File: src/rtl/div_pkg.sv
// Shared definitions for the EX-stage divider: bus widths, FSM state encodings
// and handshake constants.
package div_pkg;

  localparam int RegBus       = 32;
  localparam int DoubleRegBus = 64;

  localparam logic [RegBus-1:0] ZeroWord = 32'h0000_0000;

  localparam logic DivStart          = 1'b1;
  localparam logic DivStop           = 1'b0;
  localparam logic DivResultReady    = 1'b1;
  localparam logic DivResultNotReady = 1'b0;

  // Counter value of the iteration that produces the final quotient bit.
  localparam logic [5:0] DivLastIter = 6'd31;

  typedef enum logic [1:0] {
    DivFree   = 2'b00,
    DivByZero = 2'b01,
    DivOn     = 2'b10,
    DivEnd    = 2'b11
  } div_state_e;

  function automatic logic [RegBus-1:0] neg_word(input logic [RegBus-1:0] v);
    return ZeroWord - v;
  endfunction

endpackage

File: src/rtl/div.sv
// Multi-cycle 32-bit restoring divider, one quotient bit per clock.
// Signed operation is built only when DIV_SIGNED_EN is defined.
module div
  import div_pkg::*;
(
  input  logic                    clk,
  input  logic                    rst,
  input  logic                    signed_div_i,
  input  logic [RegBus-1:0]       opdata1_i,
  input  logic [RegBus-1:0]       opdata2_i,
  input  logic                    start_i,
  input  logic                    annul_i,
  output logic [DoubleRegBus-1:0] result_o,
  output logic                    ready_o
);

  div_state_e              state_q, state_d;
  logic [5:0]              cnt_q, cnt_d;
  logic [64:0]             work_q, work_d;
  logic [RegBus-1:0]       dvs_q, dvs_d;
  logic [DoubleRegBus-1:0] result_q, result_d;
  logic                    ready_q, ready_d;

  logic [64:0]       shifted, step;
  logic [32:0]       diff;
  logic [RegBus-1:0] op1_mag, op2_mag, quo_fix, rem_fix;
  logic              unused_top;

  // Partial remainder never reaches the divisor, so the top bit stays zero.
  assign unused_top = work_q[64];
  assign shifted    = {work_q[63:0], 1'b0};
  assign diff       = shifted[64:32] - {1'b0, dvs_q};
  assign step       = diff[32] ? shifted : {diff, shifted[31:1], 1'b1};

`ifdef DIV_SIGNED_EN
  logic negq_q, negq_d, negr_q, negr_d;
  logic op1_neg, op2_neg;

  assign op1_neg = signed_div_i & opdata1_i[31];
  assign op2_neg = signed_div_i & opdata2_i[31];
  assign op1_mag = op1_neg ? neg_word(opdata1_i) : opdata1_i;
  assign op2_mag = op2_neg ? neg_word(opdata2_i) : opdata2_i;
  assign quo_fix = negq_q ? neg_word(step[31:0])  : step[31:0];
  assign rem_fix = negr_q ? neg_word(step[63:32]) : step[63:32];

  always_comb begin
    negq_d = negq_q;
    negr_d = negr_q;
    if (state_q == DivFree && start_i == DivStart && !annul_i) begin
      negq_d = op1_neg ^ op2_neg;
      negr_d = op1_neg;
    end
  end

  always_ff @(posedge clk or negedge rst) begin
    if (!rst) begin
      negq_q <= 1'b0;
      negr_q <= 1'b0;
    end else begin
      negq_q <= negq_d;
      negr_q <= negr_d;
    end
  end
`else
  logic unused_signed;
  assign unused_signed = signed_div_i;
  assign op1_mag = opdata1_i;
  assign op2_mag = opdata2_i;
  assign quo_fix = step[31:0];
  assign rem_fix = step[63:32];
`endif

  always_comb begin
    state_d  = state_q;
    cnt_d    = cnt_q;
    work_d   = work_q;
    dvs_d    = dvs_q;
    result_d = result_q;
    ready_d  = ready_q;
    unique case (state_q)
      DivFree: begin
        if (start_i == DivStart && !annul_i) begin
          if (opdata2_i == ZeroWord) begin
            state_d = DivByZero;
          end else begin
            state_d = DivOn;
            cnt_d   = 6'd0;
            work_d  = {33'b0, op1_mag};
            dvs_d   = op2_mag;
          end
        end
      end
      DivByZero: begin
        if (annul_i) begin
          state_d = DivFree;
          ready_d = DivResultNotReady;
        end else begin
          state_d  = DivEnd;
          result_d = {ZeroWord, ZeroWord};
          ready_d  = DivResultReady;
        end
      end
      DivOn: begin
        if (annul_i) begin
          state_d  = DivFree;
          ready_d  = DivResultNotReady;
          result_d = {ZeroWord, ZeroWord};
        end else begin
          work_d = step;
          cnt_d  = cnt_q + 6'd1;
          if (cnt_q == DivLastIter) begin
            state_d  = DivEnd;
            result_d = {rem_fix, quo_fix};
            ready_d  = DivResultReady;
          end
        end
      end
      DivEnd: begin
        if (annul_i || start_i == DivStop) begin
          state_d  = DivFree;
          ready_d  = DivResultNotReady;
          result_d = {ZeroWord, ZeroWord};
        end
      end
      default: state_d = DivFree;
    endcase
  end

  always_ff @(posedge clk or negedge rst) begin
    if (!rst) begin
      state_q  <= DivFree;
      cnt_q    <= 6'd0;
      work_q   <= 65'd0;
      dvs_q    <= ZeroWord;
      result_q <= {ZeroWord, ZeroWord};
      ready_q  <= DivResultNotReady;
    end else begin
      state_q  <= state_d;
      cnt_q    <= cnt_d;
      work_q   <= work_d;
      dvs_q    <= dvs_d;
      result_q <= result_d;
      ready_q  <= ready_d;
    end
  end

  assign result_o = result_q;
  assign ready_o  = ready_q;

endmodule

File: config.mk
export PLATFORM = sky130hd
export DESIGN_NAME = div
export DESIGN_NICKNAME = d
export VERILOG_FILES = /design/src/rtl/div_pkg.sv /design/src/rtl/div.sv
export SDC_FILE = /design/constraint.sdc
export NUM_CORES = 1
export LEC_CHECK = 0
export ABC_AREA = 1
export BUFFER_PORTS_ARGS = -buffer_cell sky130_fd_sc_hd__buf_2
export CAP_MARGIN = 20
export CORE_ASPECT_RATIO = 0.9
export CORE_UTILIZATION = 33
export DETAILED_ROUTE_END_ITERATION = 16
export GPL_ROUTABILITY_DRIVEN = 0
export GPL_TIMING_DRIVEN = 0
export HOLD_SLACK_MARGIN = 0.1
export SLEW_MARGIN = 20
export SYNTH_ARGS = -nofsm -noshare
export SYNTH_HDL_FRONTEND = slang
export SYNTH_SLANG_ARGS = --single-unit
File: constraint.sdc
create_clock -name clk -period 4.4 [get_ports clk]
set_input_delay 0.88 -clock clk [delete_from_list [all_inputs] [get_ports clk]]
set_output_delay 0.88 -clock clk [all_outputs]
set_load 0.02 [all_outputs]
Word-level counts from Yosys, hierarchy flattened
Cells that the tools add are included.

cells by class
  equality and inequality tests = 10
  multiplexer cells = 26
  add/subtract/negate cells = 2
  bitwise gates (word level) = 2
  reductions and logical operators = 12

operators with widths
  operator                                        count
  two-way mux 64 bit                              8
  one-hot mux 64 bit (3 select lines)             1
  one-hot mux 64 bit (2 select lines)             1
  subtractor 33 x 32 -> 33 bit                    1
  zero test 32 bit                                1
  two-way mux 6 bit                               3
  two-way mux 2 bit                               6
  one-hot mux 6 bit (2 select lines)              1
  inequality test 2 bit (second input constant)   5
  AND reduction 3 bit                             3
  one-hot mux 2 bit (4 select lines)              1
  AND reduction 4 bit                             2
  adder 6 x 1 -> 6 bit (second input constant)    1
  == test 6 x 5 -> 1 bit (second input constant)  1
  == test 2 bit (second input constant)           2
  two-way mux 1 bit                               4
  inequality test 3 bit (second input constant)   1
  one-hot mux 1 bit (3 select lines)              1
  nonzero test 3 bit                              1
  == test 2 x 1 -> 1 bit (second input constant)  1
  zero test 2 bit                                 1
  NOT 1 bit                                       2
  nonzero test 2 bit                              1
  logical AND 1 bit                               1
  2 further kinds                                 2

word-level totals
  flip-flop bits (word level) = 169
  output and inout port bits = 65
  input port bits = 69
  logic and storage cells = 58

Depth between registers and ports, before layout
Gate-level depths: netlist (run 1).

  word-level depth = 5
  mapped depth = 18
  mapped depth without buffers = 17

Least setup slack after synthesis (run 1)
No wires, ideal clock.

  kind = register -> register
  start = register work_q[31]
  end = register result_q[39] (netlist: result_o[39])
  arrival time = 2,127 ps
  setup time = 118 ps
  setup slack = 2,155 ps
  stages on the path, launching flop included = 19
  clock period less this slack = 2,245 ps
  data required time = 4,282 ps
  path through = dfrtp_1 -> inv_1 -> ha_1 -> fa_1 -> inv_1 -> nand2_1 -> nand2_1 -> nand3_1 -> nand2_2 -> nand2_4 -> nand2_4 -> nand2_4 -> nand2_4 -> nand2_8 -> nand2_8 -> buf_12 -> nand2_4 -> nand4_1 -> nand2_1

on the way
  word-level cells in the longest chain between the ends = 5

ends and longest elaborated chain
  what                                 RTL line    text
  from (decl)                          div.sv:19   logic [64:0] work_q, work_d;
  from (signal assigned)               div.sv:140  work_q <= work_d;
  subtractor 33 x 32 -> 33 bit         div.sv:32   assign diff = shifted[64:32] - {1'b0, dvs_q};
  two-way mux 64 bit                   div.sv:33   assign step = diff[32] ? shifted : {diff, shifted[31:1], 1'b1};
  two-way mux 64 bit                   div.sv:111  if (cnt_q == DivLastIter) begin
  two-way mux 64 bit                   div.sv:104  if (annul_i) begin
  one-hot mux 64 bit (3 select lines)  div.sv:80   unique case (state_q)
  to (signal assigned)                 div.sv:135  result_q <= {ZeroWord, ZeroWord};
  to (signal assigned)                 div.sv:142  result_q <= result_d;
  to (decl)                            div.sv:21   logic [DoubleRegBus-1:0] result_q, result_d;

Every way passes these cells. The select of a mux whose other input is x is not followed.
A chain may end at the register's enable or synchronous reset.

Final worst setup path (run 1)
  start = input port opdata2_i[19]
  end = register dvs_q[25]

on the way
  word-level cells in the longest chain between the ends = 3

ends and longest elaborated chain
  what                           RTL line    text
  from (decl)                    div.sv:10   input logic [RegBus-1:0] opdata2_i,
  zero test 32 bit               div.sv:83   if (opdata2_i == ZeroWord) begin
  NOT 1 bit (no line)            -
  AND reduction 3 bit (no line)  -
  to (signal assigned)           div.sv:134  dvs_q <= ZeroWord;
  to (signal assigned)           div.sv:141  dvs_q <= dvs_d;
  to (decl)                      div.sv:20   logic [RegBus-1:0] dvs_q, dvs_d;

Every way passes these cells.

==> impl_metrics.csv, run 1 <==
group,metric,value,unit
run_status,status,"completed",
finish,nets,1701,
clock_network,postCtsHoldBufs,0,
worst_setup_path,crit_family,"simple AND/OR/NAND/NOR gates",
route,via_per_inst,4.82,
yosys,synthFlopType,"dfrtp_1",
route,wl_per_cell,15.4,um
clock_network,cts_sinks,169,
global_route,grt_pass1_wl,50000,um
global_route,use_met3,4.23,%
pwr,vdd_drop_max,0.355,mV
placement,dpl-instance-area,11700,um2
floorplanning,fp-row-count,61,
placement,io_buffer_count,131,
floorplanning,pin_count,134,
clock_network,cts_buffers,17,
worst_setup_path,reg2reg_depth,18,
clock_network,post_cts_buffers,0,
finish,post-route-cell-area,12300,um2
yosys,synth_edf_count,0,
worst_setup_path,critPathBufInv,2,
pwr,power_density,572,nW/um2
timing,hold_viol_final,0,
yosys,syn_area,10500,um2
finish,diodes,0,
clock_network,postCtsResizedCells,0,
finish,drive_gt1_share,16.5,%
worst_setup_path,end_kind,"flip-flop",
yosys,ys_seq_elements,169,
clock_network,cts_tree,"yes",
timing,finalWorstSetupSlack,1.63,ns
floorplanning,coreArea,31100,um2
timing,rsz0062_at_grt,"false",
timing,worst_pin_slew,0.822,ns
timing,whs,0.416,ns
worst_setup_path,cp_slowest_cell,"nor3_1",
global_route,use_met1,28.4,%
yosys,synth_cell_types,43,
placement,post-place-cells,1984,
timing,setup_viol,0,
yosys,synth_top_area_cell,"dfrtp_1",
floorplanning,die_x,190,um
yosys,synth-seq-area-share,40.4,%
placement,post-place-ws,1.05,ns
timing,finClkSkew,0.0133,ns
route,firstDrtPassIters,5,
timing,max_freq,0.361,GHz
worst_setup_path,arrival,3.13,ns
clock_network,cts_buffer_depth,2,
global_route,grt_overflow_total,0,
finish,nFillCells,3281,
floorplanning,initial_core_util,33.7,%
finish,finalCoreUtilization,39.5,%
finish,fin_cells,2016,
worst_setup_path,critical_path.startpoint_type,"primary input",
yosys,syn_inst,1443,
floorplanning,die_height,171,um
job,maxCapViolations,0,
yosys,synth_top_area_share,40.4,%
timing,setup_tns,0,ns
clock_network,cts_root_buf,"clkbuf_16",
timing,maxSlewHeadroom,45.0,%
yosys,yosysMostFrequentCell,"nand2_1",
timing,fin_crit,2.77,ns
pwr,p_leak,6.84,nW
worst_setup_path,r2r_setup_slack,1.67,ns
global_route,antenna_found_initial,1,
worst_setup_path,r2r-end,"result_o[52]",
route,vias,9724,
route,drt_iter0_drc,804,
route,drc,0,
worst_setup_path,worst-setup-path-type,"in -> reg",
worst_setup_path,reg2reg_from,"work_q[31]",
global_route,grt_busiest_layer,"met2",
timing,slew_viol_final,0,
worst_setup_path,crit_chain,"buf_2 -> or2_2 -> nor3_1 -> nand3_1 -> o21ai_1 -> nor2_1 -> clkbuf_1 -> o21ai_0",
clock_network,htree_num_levels,4,
yosys,synth_nets,1550,
timing,period_share,63.0,%
clock_network,insertion_delay,0.45,ns
yosys,synth_area_leaders,"dfrtp_1 40%, nand2_1 20%, inv_1 6.7%",
global_route,grt_pass1_vias,9326,
yosys,synth.avg_cell_area,7.26,um2
placement,place_hpwl,23800,um
clock_network,clk_pin_slew,0.07,ns
global_route,gr-usage-met2,29.5,%
worst_setup_path,cpPeakStageDelay,0.46,ns
global_route,grt_max_degree,94,
worst_setup_path,cp_data_required_time,4.75,ns
floorplanning,dieArea,32500,um2
finish,multi_input_area,5230,um2
route,ant_nets,0,
worst_hold_path,hold_class,"in -> async",
yosys,ys_async_sr_fraction,100,%
yosys,synth_common_cells,"556 x nand2_1, 188 x inv_1, 169 x dfrtp_1, 84 x nand3_1, 73 x o21ai_0",
global_route,grt_usage,19.7,%
pwr,total_power,7.02,mW
finish,syn2layout_area_growth,17.2,%
yosys,yosysWarningCount,0,
worst_setup_path,critPathMaxFanout,10,
route,wl,31000,um
finish,register_area,4230,um2
[worst reg2reg max path, cell delays in order (launching register included)]
cell and delay, ns:
dfrtp_1 0.33, inv_1 0.06, ha_1 0.26, fa_1 0.42
inv_1 0.12, nand2_1 0.06, nand2_1 0.07, nand3_1 0.08
nand2_2 0.16, nand2_4 0.07, nand2_4 0.08, nand2_4 0.07
nand2_4 0.10, nand2_4 0.09, nand2_4 0.13, buf_6 0.19
nand2_1 0.10, nand4_1 0.14, nand2_1 0.07
[flip-flops by register name (all words and copies together) (netlist names)]
signal / cells
state_q: 2
ready_o: 1
cnt_q: 6
dvs_q: 32
result_o: 64
work_q: 64
[worst max path at each step]
stage,slack (ns),from,depth (start not counted),endpoint
3_5_place_dp,1.05,opdata2_i[19],8,dvs_q[17]
6_report,1.63,opdata2_i[19],8,dvs_q[25]
2_1_floorplan,2.15,work_q[31],18,result_o[39]
3_3_place_gp,-0.41,rst,1,result_o[13]
5_1_grt,1.33,opdata2_i[19],8,dvs_q[17]
4_1_cts,1.50,opdata2_i[19],8,dvs_q[17]
[layout make-up]
class | instances | share of cell area (%)
Sequential cell | 169 | 34.4
Timing Repair Buffer | 132 | 5.64
Inverter | 195 | 5.96
Clock buffer | 18 | 3.58
Multi-Input combinational cell | 1023 | 42.5
Buffer | 56 | 2.37
Clock inverter | 14 | 1.30
Tap cell | 409 | 4.17
[placed cells by master (no fill, tap or decap), types with 3 or more instances in the layout]
master,netlist,routed
nand4_1,49,49
inv_2,7,7
a21oi_1,17,17
inv_8,0,3
clkbuf_1,21,21
o21bai_1,5,5
nor2_4,3,3
inv_1,188,188
clkbuf_16,0,17
buf_2,30,160
o21ai_1,6,6
nor3_1,11,11
nor2_1,54,54
clkinv_4,0,3
o31ai_1,30,30
xor2_1,4,4
ha_1,37,37
nand3b_1,13,13
dfrtp_1,169,169
o21ai_0,73,73
nand3_2,7,7
or2_2,3,3
nand2_1,556,556
nand2_4,25,25
nand2_2,10,10
nand3_1,84,84
a21oi_2,3,3
nor4_1,6,6
xnor2_1,7,7
[cell families (layout without fill, tap and decap cells)]
| family | Yosys count | count (layout) | synth area share [%] |
|---|---|---|---|
| AND/OR/NAND/NOR | 831 | 831 | 36.1 |
| buffers and inverters | 251 | 415 | 9.77 |
| flip-flops | 169 | 169 | 40.4 |
| AO/OA/AOI/OAI | 142 | 142 | 8.12 |
| adder cells (fa/ha/maj) | 38 | 38 | 4.61 |
| XOR/XNOR | 11 | 11 | 0.919 |
| multiplexers | 1 | 1 | 0.0955 |
[where the power goes]
group / internal, mW / switching [mW]
logic: 0.938 / 2.36
registers: 1.97 / 0.194
clock network: 0.821 / 0.733
[routing by layer]
layer | share of wire, % | wire (um)
met1 | 49 | 15100
met2 | 44 | 13600
met3 | 6.1 | 1900
met4 | 1.6 | 484
met5 | 0.032 | 10
Note: power is estimated with default switching activity, not from simulation.
==> inputs of run 2 (changes only) <==
Clock period 4.4 ns to 2.2 ns, I/O delays scaled along.
==> impl_metrics.csv, run 2 (same netlist as run 1, synthesis figures left out) <==
group,metric,value,unit
timing,finClkSkew,0.0152,ns
route,drc,0,
floorplanning,die_height,171,um
floorplanning,coreArea,31100,um2
route,via_per_inst,4.90,
worst_setup_path,cp_data_required_time,2.53,ns
timing,finalWorstSetupSlack,-0.138,ns
worst_setup_path,reg2reg_from,"dvs_q[0]",
clock_network,htree_num_levels,4,
clock_network,clk_pin_slew,0.07,ns
run_status,violations,"setup timing",
global_route,antenna_found_initial,1,
finish,post-route-cell-area,13400,um2
placement,place_hpwl,24000,um
global_route,grt_pass1_vias,9720,
clock_network,cts_sinks,169,
timing,setup_tns,-4.32,ns
route,wl_per_cell,16.0,um
clock_network,cts_tree,"yes",
worst_hold_path,hold_depth,3,
finish,drive_gt1_share,24.6,%
finish,diodes,0,
timing,worst_pin_slew,0.609,ns
route,firstDrtPassIters,5,
floorplanning,pin_count,134,
placement,post-place-ws,-0.638,ns
worst_setup_path,worstSetupEndpoint,"result_o[35]",
worst_setup_path,worst-setup-path-type,"reg -> reg",
worst_setup_path,reg2reg_depth,17,
worst_setup_path,critical_path.startpoint_type,"flip-flop",
timing,setup_viol,65,
global_route,grt_usage,20.6,%
floorplanning,dieArea,32500,um2
finish,syn2layout_area_growth,27.5,%
timing,maxSlewHeadroom,59.4,%
placement,dpl-instance-area,11700,um2
finish,nets,1725,
floorplanning,fp-row-count,61,
worst_setup_path,end_kind,"flip-flop",
route,vias,9999,
route,drt_iter0_drc,767,
timing,period_share,106,%
worst_setup_path,arrival,2.66,ns
timing,fin_crit,2.34,ns
finish,layout_common_cells,"530 x nand2_1, 184 x inv_1, 166 x dfrtp_1, 151 x buf_2, 72 x o21ai_0",
pwr,power_density,1120,nW/um2
timing,max_freq,0.428,GHz
worst_hold_path,hold_class,"in -> reg",
route,ant_nets,0,
worst_setup_path,r2r-end,"result_o[35]",
floorplanning,initial_core_util,33.7,%
timing,rsz0062_at_grt,"true",
clock_network,cts_buffer_depth,2,
job,maxCapViolations,0,
route,wl,32600,um
finish,finalCoreUtilization,43.0,%
clock_network,cts_root_buf,"clkbuf_16",
worst_setup_path,r2r_setup_slack,-0.14,ns
global_route,grt_pass1_wl,52300,um
global_route,grt_max_degree,95,
global_route,grt_overflow_total,0,
worst_setup_path,critPathMaxFanout,4,
finish,final_common_cell,"nand2_1",
worst_setup_path,critPathLaunch,"dvs_q[0]",
placement,io_buffer_count,131,
run_status,status,"finished with violations",
clock_network,cts_buffers,17,
floorplanning,die_x,190,um
timing,slew_viol_final,0,
timing,hold_viol_final,0,
pwr,p_leak,7.10,nW
clock_network,insertion_delay,0.45,ns
pwr,vdd_drop_max,0.664,mV
## run 2: cell types whose count changed in the layout (fill, tap and decap cells not counted), moves of 10 or more
cell / change
buf_4: +16
ha_1: -25
nand3_1: -33
nand3_2: +24
nand2_2: +12
nand2_4: +10
nand2_1: -26
ha_4: +21
clkbuf_1: -11
clkbuf_2: +12
## run 2: how the worst min path moves through the flow
stage / slack (ns) / start / to
floorplan: 0.14 / rst / cnt_q[0]
finish: 0.22 / opdata2_i[24] / dvs_q[24]
CTS: 0.20 / opdata2_i[4] / dvs_q[4]
global placement: 0.46 / work_q[12] / work_q[12]
detailed placement: 0.46 / result_o[36] / result_o[36]
global route: 0.22 / opdata2_i[24] / dvs_q[24]
## run 2: power by group
group | switching [mW] | internal [mW] | leakage [nW] | total [mW]
combinational | 5.10 | 2.35 | 4.57 | 7.45
clock | 1.46 | 1.73 | 0.291 | 3.18
sequential | 0.391 | 3.94 | 2.24 | 4.33
total | 6.94 | 8.02 | 7.10 | 15.0
## run 2: what timing repair did
| action | CTS | global route |
|---|---|---|
| hold buffers | 1 | 0 |
| cloned | 2 | 1 |
| hold endpoints to repair | 75 | 0 |
| setup endpoints to repair | 153 | 152 |
| pin swaps | 15 | 43 |
| resized for setup | 94 | 94 |
| buffers inserted | 14 | 6 |
## run 2: area by class of cell
cell class	instances	area [um2]
inverters	195	734
fillers	3120	17700
flip-flops and latches	169	4230
repair buffers	156	968
clock inverters	14	178
well taps	409	512
plain buffers	56	349
clock buffers	18	429
multi-input cells	1023	5960
## run 2: through the flow
stage	hold slack [ns]	cells	power, mW
after floorplan	0.144	1443	8.88
after global placement	0.463	1983	10.8
after detailed placement	0.461	1984	10.9
after CTS	0.202	2033	14.5
after global routing	0.223	2040	16.1
final	0.218	2040	15.0
## run 2: critical path: stages, from the launching register on
cell and delay (ns):
dfrtp_1 0.41, ha_4 0.18, fa_2 0.35, inv_2 0.07, nand2_2 0.04, nand2_2 0.06, nand3_2 0.08, nand2_4 0.09
nand2_4 0.06, nand2_4 0.09, nand2_8 0.08, nand2_8 0.10, nand2_8 0.09, nand2_8 0.12, buf_6 0.16, nand2_2 0.06
nand4_1 0.11, nand2_1 0.08
## run 2: metal layers
layer	up-vias	global-route usage, %	share of wire (%)
met2	294	31.0	44
met4	2	6.14	1.9
met1	4723	29.9	49
li1	4939	-	-
met3	41	3.49	5.5
met5	-	0	0.025
==> inputs of run 3 (changes only) <==
Settings changed: SETUP_SLACK_MARGIN set to 0.05.
==> impl_metrics.csv, run 3 (same netlist as run 1, synthesis figures left out) <==
group,metric,value,unit
finish,layout_common_cells,"542 x nand2_1, 183 x inv_1, 169 x dfrtp_1, 154 x buf_2, 72 x o21ai_0",
floorplanning,pin_count,134,
worst_setup_path,worst-setup-path-type,"reg -> reg",
worst_hold_path,hold_depth,3,
timing,maxSlewHeadroom,65.4,%
clock_network,cts_root_buf,"clkbuf_16",
worst_setup_path,end_kind,"flip-flop",
finish,final_common_cell,"nand2_1",
route,wl_per_cell,15.7,um
timing,finClkSkew,0.0181,ns
timing,max_freq,0.429,GHz
global_route,grt_max_degree,68,
worst_setup_path,critical_path.startpoint_type,"flip-flop",
pwr,p_leak,7.14,nW
worst_setup_path,critPathMaxFanout,7,
global_route,grt_pass1_vias,9643,
global_route,grt_pass1_wl,51300,um
worst_hold_path,min_to,"dvs_q[26]",
floorplanning,die_x,190,um
finish,syn2layout_area_growth,26.4,%
worst_hold_path,hold_class,"in -> reg",
route,top_layer,"met5",
finish,drive_gt1_share,23.8,%
clock_network,insertion_delay,0.45,ns
clock_network,cts_sinks,169,
timing,period_share,106,%
timing,fin_crit,2.33,ns
floorplanning,fp-row-count,61,
timing,hold_viol_final,0,
job,maxCapViolations,0,
route,wl_met2,14400,um
placement,io_buffer_count,131,
route,vias,9943,
worst_setup_path,arrival,2.67,ns
route,firstDrtPassIters,5,
timing,setup_tns,-6.29,ns
floorplanning,die_height,171,um
timing,rsz0062_at_grt,"true",
route,wl,32100,um
run_status,violations,"setup timing",
worst_setup_path,cp_data_required_time,2.54,ns
pwr,total_power,14.8,mW
clock_network,htree_num_levels,4,
clock_network,cts_tree,"yes",
floorplanning,dieArea,32500,um2
route,drt_iter0_drc,858,
placement,dpl-instance-area,11700,um2
route,drc,0,
timing,whs,0.214,ns
placement,place_hpwl,23900,um
route,via_per_inst,4.86,
finish,nets,1730,
run_status,status,"finished with violations",
pwr,vdd_drop_max,0.569,mV
floorplanning,coreArea,31100,um2
route,ant_nets,0,
global_route,grt_usage,20.1,%
clock_network,cts_buffers,17,
worst_setup_path,reg2reg_from,"dvs_q[0]",
timing,slew_viol_final,0,
worst_setup_path,r2r-end,"result_o[39]",
route,wl_met1,15300,um
placement,post-place-cells,1985,
route,wl_met3,1800,um
clock_network,clk_pin_slew,0.09,ns
finish,post-route-cell-area,13200,um2
timing,setup_viol,66,
timing,worst_pin_slew,0.518,ns
pwr,power_density,1120,nW/um2
global_route,grt_overflow_total,0,
global_route,antenna_found_initial,2,
worst_setup_path,r2r_setup_slack,-0.13,ns
clock_network,cts_buffer_depth,2,
floorplanning,initial_core_util,33.7,%
worst_setup_path,reg2reg_depth,17,
worst_hold_path,min-delay-start,"opdata2_i[26]",
finish,fin_cells,2046,
timing,finalWorstSetupSlack,-0.133,ns
## run 3: report_power, final
part | switching, mW | internal, mW | total (mW)
registers | 0.402 | 3.94 | 4.34
logic | 5.00 | 2.29 | 7.29
clock network | 1.63 | 1.58 | 3.20
## run 3: per-stage QoR
step	setup slack, ns	utilization [%]
3_3_place_gp	-2.15	37.5
2_1_floorplan	0.0511	-
3_5_place_dp	-0.698	37.7
5_1_grt	-0.271	42.6
4_1_cts	-0.202	41.6
6_report	-0.133	42.6
## run 3: layout make-up
class | instances | area [um2]
Inverter | 195 | 734
Sequential cell | 169 | 4230
Antenna cell | 1 | 2.50
Fill cell | 3185 | 17800
Buffer | 56 | 340
Clock buffer | 17 | 425
Clock inverter | 15 | 213
Multi-Input combinational cell | 1024 | 5790
Tap cell | 409 | 512
Timing Repair Buffer | 160 | 998
## run 3: repair_timing
| item | in CTS | in global routing |
|---|---|---|
| setup endpoints to repair | 158 | 154 |
| hold endpoints to repair | 53 | 0 |
| buffers inserted | 12 | 11 |
| pin swaps | 19 | 33 |
| hold buffers | 1 | 0 |
| resized for setup | 86 | 63 |
| gates cloned | 3 | 1 |
## run 3: worst max-delay path by stage
stage | slack [ns] | to | startpoint
CTS | -0.20 | result_o[39] | dvs_q[0]
global route | -0.27 | work_q[42] | dvs_q[0]
global placement | -2.15 | result_o[24] | rst
detailed placement | -0.70 | dvs_q[20] | opdata2_i[19]
floorplan | 0.05 | result_o[39] | work_q[31]
finish | -0.13 | result_o[39] | dvs_q[0]
## run 3: metal layers
metal / track usage (%) / vias up
li1: - / 4951
met1: 28.2 / 4694
met2: 31.8 / 259
met3: 3.71 / 37
met4: 5.01 / 2
met5: 0 / -
## run 3: critical path, cell delays in order (launching register included)
cell       delay (ns)
dfrtp_1          0.43
ha_4             0.18
fa_2             0.34
inv_2            0.06
nand2_1          0.04
nand2_1          0.08
nand3_2          0.07
nand2_2          0.10
nand2_4          0.06
nand2_4          0.09
nand2_8          0.08
nand2_8          0.11
nand2_8          0.09
nand2_8          0.14
clkbuf_16        0.17
nand2_4          0.05
nand4_1          0.08
nand2_1          0.06
